<file path="src/rtl/alu_pkg.sv">
// Shared op-code constants and controller state encoding for alu_ctrl and its ALU.
// EXEC2 only exists when ALU_CTRL_CARRY_CHAIN_EN is defined.
package alu_pkg;

    localparam logic [3:0] OP_SET = 4'd0;
    localparam logic [3:0] OP_NOT = 4'd1;
    localparam logic [3:0] OP_ADD = 4'd2;
    localparam logic [3:0] OP_SUB = 4'd3;
    localparam logic [3:0] OP_ADC = 4'd4;
    localparam logic [3:0] OP_SBC = 4'd5;

    typedef enum logic [1:0] {
        ST_IDLE  = 2'd0,
        ST_EXEC  = 2'd1,
        ST_DONE  = 2'd3
`ifdef ALU_CTRL_CARRY_CHAIN_EN
        ,ST_EXEC2 = 2'd2
`endif
    } ctrl_state_e;

    function automatic logic op_legal(input logic [3:0] op);
        logic ok;
        ok = (op == OP_SET) || (op == OP_NOT) || (op == OP_ADD) || (op == OP_SUB);
`ifdef ALU_CTRL_CARRY_CHAIN_EN
        ok = ok || (op == OP_ADC) || (op == OP_SBC);
`endif
        return ok;
    endfunction

    // Carry-chain ops run on the plain ALU add/subtract in both passes.
    function automatic logic [3:0] alu_op_for(input logic [3:0] op);
        logic [3:0] r;
        r = op;
        if (op == OP_ADC) r = OP_ADD;
        if (op == OP_SBC) r = OP_SUB;
        return r;
    endfunction

endpackage

</file>
<file path="src/rtl/alu_ctrl_alu.sv">
// Combinational 8-bit ALU: SET/NOT/ADD/SUB with carry (borrow for SUB), zero and sign.
module alu
    import alu_pkg::*;
(
    input  logic [3:0] op_i,
    input  logic [7:0] a_i,
    input  logic [7:0] b_i,
    output logic [7:0] y_o,
    output logic       c_o,
    output logic       z_o,
    output logic       s_o
);

    logic [8:0] res;

    always_comb begin
        res = {1'b0, a_i};
        case (op_i)
            OP_SET:  res = {1'b0, b_i};
            OP_NOT:  res = {1'b0, ~a_i};
            OP_ADD:  res = {1'b0, a_i} + {1'b0, b_i};
            OP_SUB:  res = {1'b0, a_i} - {1'b0, b_i};
            default: res = {1'b0, a_i};
        endcase
    end

    assign y_o = res[7:0];
    assign c_o = res[8];
    assign z_o = (res[7:0] == 8'h00);
    assign s_o = res[7];

endmodule

</file>
<file path="src/rtl/alu_ctrl.sv">
// alu_ctrl: command sequencer for the 8-bit ALU; owns the register file and C/Z/S flags.
// Define ALU_CTRL_CARRY_CHAIN_EN to build ADC/SBC as a two-pass execute through EXEC2.
module alu_ctrl
    import alu_pkg::*;
#(
    parameter int REGS = 4,
    localparam int RW = $clog2(REGS)
) (
    input  logic          clk,
    input  logic          reset_n,
    input  logic          cmd_valid,
    output logic          cmd_ready,
    input  logic [3:0]    cmd_op,
    input  logic [RW-1:0] cmd_dst,
    input  logic [RW-1:0] cmd_src,
    input  logic          cmd_use_imm,
    input  logic [7:0]    cmd_imm,
    output logic          done,
    output logic          err,
    output logic          flag_c,
    output logic          flag_z,
    output logic          flag_s,
    input  logic [RW-1:0] rd_sel,
    output logic [7:0]    rd_data
);

    ctrl_state_e   state_q;
    logic [3:0]    op_q;
    logic [RW-1:0] dst_q;
    logic [7:0]    a_q;
    logic [7:0]    b_q;
    logic [7:0]    regs_q [REGS];
    logic          done_q;
    logic          err_q;
    logic          fc_q;
    logic          fz_q;
    logic          fs_q;
`ifdef ALU_CTRL_CARRY_CHAIN_EN
    logic [7:0]    t_q;
    logic          c1_q;
`endif

    logic [3:0] alu_op;
    logic [7:0] alu_a;
    logic [7:0] alu_b;
    logic [7:0] alu_y;
    logic       alu_c;
    logic       alu_z;
    logic       alu_s;

    always_comb begin
        alu_op = alu_op_for(op_q);
        alu_a  = a_q;
        alu_b  = b_q;
`ifdef ALU_CTRL_CARRY_CHAIN_EN
        // Second pass folds in the carry held from before this command.
        if (state_q == ST_EXEC2) begin
            alu_a = t_q;
            alu_b = {7'b0, fc_q};
        end
`endif
    end

    alu u_alu (
        .op_i (alu_op),
        .a_i  (alu_a),
        .b_i  (alu_b),
        .y_o  (alu_y),
        .c_o  (alu_c),
        .z_o  (alu_z),
        .s_o  (alu_s)
    );

    always_ff @(posedge clk or negedge reset_n) begin
        if (!reset_n) begin
            state_q <= ST_IDLE;
            op_q    <= 4'd0;
            dst_q   <= '0;
            a_q     <= 8'h00;
            b_q     <= 8'h00;
            done_q  <= 1'b0;
            err_q   <= 1'b0;
            fc_q    <= 1'b0;
            fz_q    <= 1'b0;
            fs_q    <= 1'b0;
`ifdef ALU_CTRL_CARRY_CHAIN_EN
            t_q     <= 8'h00;
            c1_q    <= 1'b0;
`endif
            for (int i = 0; i < REGS; i++) regs_q[i] <= 8'h00;
        end else begin
            done_q <= 1'b0;
            err_q  <= 1'b0;
            case (state_q)
                ST_IDLE: begin
                    if (cmd_valid) begin
                        op_q    <= cmd_op;
                        dst_q   <= cmd_dst;
                        a_q     <= regs_q[cmd_dst];
                        b_q     <= cmd_use_imm ? cmd_imm : regs_q[cmd_src];
                        state_q <= ST_EXEC;
                    end
                end
                ST_EXEC: begin
                    if (!op_legal(op_q)) begin
                        done_q  <= 1'b1;
                        err_q   <= 1'b1;
                        state_q <= ST_DONE;
                    end
`ifdef ALU_CTRL_CARRY_CHAIN_EN
                    else if ((op_q == OP_ADC) || (op_q == OP_SBC)) begin
                        t_q     <= alu_y;
                        c1_q    <= alu_c;
                        state_q <= ST_EXEC2;
                    end
`endif
                    else begin
                        regs_q[dst_q] <= alu_y;
                        if ((op_q == OP_ADD) || (op_q == OP_SUB)) begin
                            fc_q <= alu_c;
                            fz_q <= alu_z;
                            fs_q <= alu_s;
                        end
                        done_q  <= 1'b1;
                        state_q <= ST_DONE;
                    end
                end
`ifdef ALU_CTRL_CARRY_CHAIN_EN
                ST_EXEC2: begin
                    regs_q[dst_q] <= alu_y;
                    fc_q    <= c1_q | alu_c;
                    fz_q    <= alu_z;
                    fs_q    <= alu_s;
                    done_q  <= 1'b1;
                    state_q <= ST_DONE;
                end
`endif
                ST_DONE: state_q <= ST_IDLE;
                default: state_q <= ST_IDLE;
            endcase
        end
    end

    assign cmd_ready = (state_q == ST_IDLE);
    assign rd_data   = regs_q[rd_sel];
    assign done      = done_q;
    assign err       = err_q;
    assign flag_c    = fc_q;
    assign flag_z    = fz_q;
    assign flag_s    = fs_q;

endmodule

</file>
<file path="config.mk">
export PLATFORM = sky130hd
export DESIGN_NAME = alu_ctrl
export DESIGN_NICKNAME = d
export VERILOG_FILES = /design/src/rtl/alu_pkg.sv /design/src/rtl/alu_ctrl_alu.sv /design/src/rtl/alu_ctrl.sv
export SDC_FILE = /design/constraint.sdc
export NUM_CORES = 1
export LEC_CHECK = 0
export ABC_AREA = 1
export ABC_CLOCK_PERIOD_IN_PS = 3000
export BUFFER_PORTS_ARGS = -buffer_cell sky130_fd_sc_hd__buf_2
export CORE_MARGIN = 1.5
export CORE_UTILIZATION = 55
export DETAILED_ROUTE_END_ITERATION = 10
export PLACE_DENSITY = 0.77
export SLEW_MARGIN = 25
export SYNTH_ARGS = -nofsm -noshare
export SYNTH_HDL_FRONTEND = slang
export SYNTH_HIERARCHICAL = 1
export SYNTH_SLANG_ARGS = --single-unit
</file>
<file path="constraint.sdc">
create_clock -name clk -period 3 [get_ports clk]
set_clock_uncertainty 0.15 [all_clocks]
set_input_delay 0.15 -clock clk [delete_from_list [all_inputs] [get_ports clk]]
set_output_delay 0.15 -clock clk [all_outputs]
set_load 0.02 [all_outputs]
</file>
### Yosys cells after proc, flatten, opt, wreduce, memory -nomap -nowiden

Index checks and enable logic that the tools add are counted.

| operators by class | value |
|---|---|
| add/sub/neg operators | 2 |
| $lt $le $gt $ge | 5 |
| equality and inequality tests | 10 |
| muxes and demuxes | 21 |
| bitwise operators | 5 |
| reductions and logical operators | 12 |

Operators by type and width:

| kind | count |
|---|---|
| 8-bit two-way mux | 8 |
| 8-bit binary-select mux with 2-bit select | 3 |
| 9-bit one-hot mux with 4 select lines | 1 |
| 32-bit bitwise mux | 1 |
| 8-bit demux with 2-bit select | 1 |
| 4-bit by 2-bit equality test with 1-bit output (second input constant) | 4 |
| 3-bit greater-or-equal comparator (second input constant) | 4 |
| 2-bit inverter with 3-bit output | 4 |
| 8-bit by 8-bit adder with 9-bit output | 1 |
| 8-bit by 8-bit subtractor with 9-bit output | 1 |
| 4-bit by 1-bit equality test with 1-bit output (second input constant) | 2 |
| 4-bit by 3-bit equality test with 1-bit output (second input constant) | 2 |
| 4-bit logical NOT | 2 |
| 8-bit logical NOT | 1 |
| 4-bit two-way mux | 2 |
| 8-bit inverter | 1 |
| 1-bit logical OR | 4 |
| 2-bit one-hot mux with 2 select lines | 1 |
| 2-bit AND reduction | 2 |
| 3-bit by 1-bit less-than comparator with 1-bit output (second input constant) | 1 |
| 1-bit two-way mux | 3 |
| 3-bit AND reduction | 1 |
| 2-bit by 1-bit equality test with 1-bit output (second input constant) | 1 |
| 2-bit logical NOT | 1 |
| other kinds (3) | 3 |

| storage, ports and cells | value |
|---|---|
| register bits after elaboration | 61 |
| logic and storage cells | 69 |

### Depth between registers and ports, before layout

| depth | value |
|---|---|
| word-level depth | 6 |
| mapped depth | 23 |

### Modules after synthesis

The synthesis kept the hierarchy.

By module, submodules not included:

| module | instances | cells each | area each (µm²) | sequential area each (µm²) |
|---|---|---|---|---|
| alu_ctrl | 1 | 441 | 3249.4 | 1526.5 |
| alu | 1 | 167 | 888.4 | 0.0 |

### Least setup slack after synthesis

Ideal clock, no wire load.

| timing | value |
|---|---|
| path type | reg-to-reg |
| start | register op_q[3] |
| end | register regs_q[15] in the netlist's numbering |
| setup time | 123 ps |
| arrival time | 2503 ps |
| data required time | 2727 ps |
| slack | 224 ps |
| cell stages (with the launch flop) | 18 |
| path buffers | 1 |
| period minus slack after synthesis | 2776 ps |
| cells stage by stage | dfrtp_1 > o21ai_0 > inv_2 > nor2_8 > nand2_2 > o31ai_1 > xor2_1 > inv_1 > ha_1 > nand2_1 > nand2_1 > a21oi_1 > nand3_1 > nand3_1 > nand2_1 > buf_4 > inv_1 > o21ai_1 |

| on the way | value |
|---|---|
| longest elaborated chain between the ends | 6 |

Ends and longest elaborated chain:

| item | line | source |
|---|---|---|
| start: declaration | alu_ctrl.sv:28 | `logic [3:0] op_q;` |
| start signal: assignment | alu_ctrl.sv:97 | `op_q <= cmd_op;` |
| 4-bit by 3-bit equality test with 1-bit output | alu_pkg.sv:34 | `if (op == OP_ADC) r = OP_ADD;` |
| 4-bit two-way mux | alu_pkg.sv:34 |  |
| 4-bit two-way mux * | alu_pkg.sv:35 | `if (op == OP_SBC) r = OP_SUB;` |
| net alu_op[1] | alu_ctrl.sv:43 | `logic [3:0] alu_op;` |
| 4-bit by 2-bit equality test with 1-bit output (tied with other cells) | alu_ctrl_alu.sv:18 | `case (op_i)` |
| 9-bit one-hot mux with 4 select lines * | alu_ctrl_alu.sv:18 |  |
| net alu_s | alu_ctrl.sv:49 | `logic alu_s;` |
| 32-bit bitwise mux * | alu_ctrl.sv:118 | `regs_q[dst_q] <= alu_y;` |
| end signal: indexed assignment | alu_ctrl.sv:118 |  |
| end: declaration | alu_ctrl.sv:32 | `logic [7:0] regs_q [REGS];` |

Mark *: on every way through the listed nets, which the timed path passes. The rest lies on a longest branch.
A chain may end at the register's enable or synchronous reset.

### Final worst setup path

| timing | value |
|---|---|
| start | register op_q[1] |
| end | register fz_q, in the netlist flag_z |

| on the way | value |
|---|---|
| longest elaborated chain between the ends | 6 |

Ends and longest elaborated chain:

| item | line | source |
|---|---|---|
| 4-bit by 3-bit equality test with 1-bit output | alu_pkg.sv:34 |  |
| 4-bit two-way mux | alu_pkg.sv:34 |  |
| 4-bit two-way mux * | alu_pkg.sv:35 |  |
| net alu_op[2] | alu_ctrl.sv:43 |  |
| 4-bit by 2-bit equality test with 1-bit output (tied with other cells) | alu_ctrl_alu.sv:18 |  |
| 9-bit one-hot mux with 4 select lines * | alu_ctrl_alu.sv:18 |  |
| net alu_s | alu_ctrl.sv:49 |  |
| 8-bit logical NOT * | alu_ctrl_alu.sv:29 | `assign z_o = (res[7:0] == 8'h00);` |
| net alu_z | alu_ctrl.sv:48 | `logic alu_z;` |
| end signal: assignment | alu_ctrl.sv:121 | `fz_q <= alu_z;` |
| end: declaration | alu_ctrl.sv:36 | `logic fz_q;` |

Marked as above.

==> run_results.csv <==
group,metric,value,unit
job,max-cap-violations,0,
layout,drive_above_1_share,0.1455,
grt,grt_max_degree,49,
timing,hold_ws,0.008618,ns
clock_tree,clock_latency,0.34,ns
timing,tns,0,ns
layout,synthToLayoutAreaGrowth,12.52,%
power,p_switching,2.799,mW
logic_synthesis,ys.flop_type,"dfrtp_1",
layout,diodes,0,
route,drt_iter0_markers,256,
timing,drv_slew,0,
grt,track_usage,0.2814,
placement,gp_congestion,0.9314,
layout,mostFrequentLayoutCell,"nand2_1",
logic_synthesis,async_flop_share,1.000,
clock_tree,cts_tree,"built",
power,peakVddDrop,0.5108,mV
clock_tree,clockBufferDepth,2,
timing,timing.final.crit_share,0.9256,
floorplanning,rows,31,
power,sequentialPowerShare,0.283,
route,drcViolationCount,0,
worst_setup_path,cp_data_required_time,3.13,ns
clock_tree,clock-sinks,61,
clock_tree,cts.root.buffer_cell,"clkbuf_8",
route,post_drt_wl_per_cell,14.45,um
timing,worst_pin_slew,0.6183,ns
worst_setup_path,cp-start-kind,"flop",
clock_tree,cts_inserted_buffers,9,
clock_tree,cts.reportedPaths.clkPinSlew,0.07,ns
floorplanning,core_area,7253,um^2
layout,layout.nets,682,
power,swShare,0.5174,
worst_setup_path,path_class,"reg2reg",
placement,dp_hpwl,7847,um
floorplanning,boundaryPins,36,
power,p_leak,2.471,nW
route,ant_nets,0,
logic_synthesis,syn_nets,640,
clock_tree,cts_max_level,3,
run_status,outcome,"complete, no violations",
grt,grt_pass1_vias,3874,
timing,final.min_clock_period,2.777,ns
floorplanning,dieHeight,89.74,um
route,vias,4085,
logic_synthesis,syn_area_per_cell,6.805,um^2
logic_synthesis,yosys_warnings,6,
layout,layout_common_cells,"nand2_1, inv_1, nor2_1, dfrtp_1, nand3_1",
min_path,hold_class,"in2reg",
grt,grtUsageMet2,0.4427,
logic_synthesis,yosys_register_bits,61,
power,cellPowerDensity,1162,nW/um^2
timing,relSlewSlack,0.5878,
placement,port_buffers,35,
power,p_clk_frac,0.117,
power,internal-power,2.611,mW
logic_synthesis,yosysSeqAreaShare,0.3689,
grt,met3_usage,0.05415,
worst_setup_path,worstPathMaxFanout,8,
grt,top_usage_layer,"met2",
logic_synthesis,syn_area,4138,um^2
grt,grt_pass1_wl,18170,um
worst_setup_path,end_kind,"flop",
route,detail_route.first_pass.iterations,5,
power,pwr-share-comb,0.600,
timing,setup_violations,0,
floorplanning,die_w,89.74,um
timing,finalHoldViolations,0,
grt,overflow,0,
logic_synthesis,synth_edf_count,0,
floorplanning,start_util,0.5705,
power,total_power,5.411,mW
logic_synthesis,syn_inst,608,
logic_synthesis,ys_types,34,
timing,max_freq,360.1,MHz
worst_setup_path,arrival,2.90,ns
floorplanning,die_area,8052,um^2
grt,antenna_found_initial,0,
route,drt-total-wl,10870,um
timing,rsz0062_at_grt,"no",
route,routed_via_density,5.432,
grt,grt_use_met1,0.3799,
[state kept, by name (all words and copies together), names as in the netlist]
register / count
err: 1
done: 1
op_q: 4
state_q: 2
flag_c: 1
dst_q: 2
flag_z: 1
flag_s: 1
alu_b: 8
a_q: 8
regs_q: 32
[critical path: stages, from the launching register on]
cell	delay [ns]
dfrtp_1	0.41
inv_2	0.07
a21oi_2	0.18
inv_2	0.06
nand2_4	0.11
nor2_8	0.05
nand2_4	0.10
o31ai_1	0.09
xor2_1	0.14
inv_1	0.06
ha_1	0.33
nand2_1	0.08
nand2_1	0.06
a21oi_1	0.17
nand3_1	0.09
nand3_1	0.12
nand2_2	0.07
nor2_1	0.08
nand2_1	0.05
nor2_1	0.09
nand3_1	0.08
nand2_1	0.07
[cells in the mapped netlist (3+ instances only)]
cell / number / area [um^2]
a21oi_1: 15 / 75.07
buf_2: 8 / 40.04
buf_4: 3 / 22.52
buf_6: 4 / 45.04
clkbuf_1: 9 / 33.78
dfrtp_1: 61 / 1526
ha_1: 9 / 112.6
inv_1: 66 / 247.7
inv_2: 5 / 18.77
nand2_1: 213 / 799.5
nand2_2: 5 / 31.28
nand3_1: 43 / 215.2
nand3_4: 4 / 70.07
nand4_1: 3 / 18.77
nor2_1: 62 / 232.7
o21ai_0: 33 / 165.2
o21ai_1: 24 / 120.1
o21ai_2: 8 / 70.07
o22ai_1: 8 / 50.05
xor2_1: 7 / 61.31
[stage by stage]
| stage | cell area [um^2] | setup WS (ns) | utilization | std cells |
|---|---|---|---|---|
| after floorplan | 4138 | 0.2243 | - | 608 |
| after global placement | 4348 | 0.1414 | 0.5994 | 725 |
| after CTS | 4606 | 0.03494 | 0.6350 | 748 |
| final | 4656 | 0.2232 | 0.6419 | 752 |
| after detailed placement | 4350 | 0.05367 | 0.5998 | 725 |
| after global routing | 4656 | 0.003648 | 0.6419 | 752 |
[power by group through the flow]
stage / Combinational [mW] / Clock, mW / Sequential [mW]
2_1_floorplan: 2.38 / 0 / 1.45
3_3_place_gp: 3.03 / 0 / 1.51
3_5_place_dp: 3.09 / 0 / 1.53
4_1_cts: 3.12 / 0.642 / 1.51
5_1_grt: 3.64 / 0.679 / 1.57
6_report: 3.25 / 0.633 / 1.53
[kinds of logic (layout without fill, tap and decap cells)]
group	after synthesis	in the layout	share of synthesized area
AND/OR/NAND/NOR	341	341	0.3577
buffers and inverters	95	140	0.09858
AO/OA/AOI/OAI	94	94	0.1279
flip-flops	61	61	0.3689
adder cells (fa/ha/maj)	10	10	0.03205
XOR/XNOR	7	7	0.01482
[worst paths after layout]
path,cells past startpoint,end,slack (ns),from
setup / recovery,21,flag_z$_DFFE_PN0P_,0.22,op_q[1]$_DFFE_PN0P_
min in group asynchronous,2,regs_q[20]$_DFFE_PN0P_,0.22,reset_n
hold / removal,5,alu_b[2]$_DFFE_PN0P_,0.009,cmd_imm[2]
setup reg to reg,21,flag_z$_DFFE_PN0P_,0.22,op_q[1]$_DFFE_PN0P_
max in group asynchronous,3,a_q[5]$_DFFE_PN0P_,1.86,reset_n
hold reg to reg,1,state_q[0]$_DFFE_PN0P_,0.30,state_q[1]$_DFFE_PN0P_
[routing by layer]
| layer | share of wire | vias up |
|---|---|---|
| met5 | 0 | - |
| met4 | 0.027 | 0 |
| met3 | 0.075 | 30 |
| met2 | 0.47 | 159 |
| met1 | 0.42 | 1894 |
| li1 | - | 2002 |
[cell type report]
type	instances	area, um^2
Clock inverter	2	10.01
Multi-Input combinational cell	452	2223
Tap cell	99	123.9
Clock buffer	12	155.1
Inverter	71	266.5
Timing Repair Buffer	55	350.3
Sequential cell	61	1526
Fill cell	686	2597
[repair_timing]
action                                  4_1_cts  5_1_grt
setup buffers                                 0        4
hold buffers                                  9        0
endpoints found under the hold margin        54        0
gates resized for setup                       0        9
endpoints found under the setup margin        0       23
Note: power is estimated with default switching activity, not from simulation.
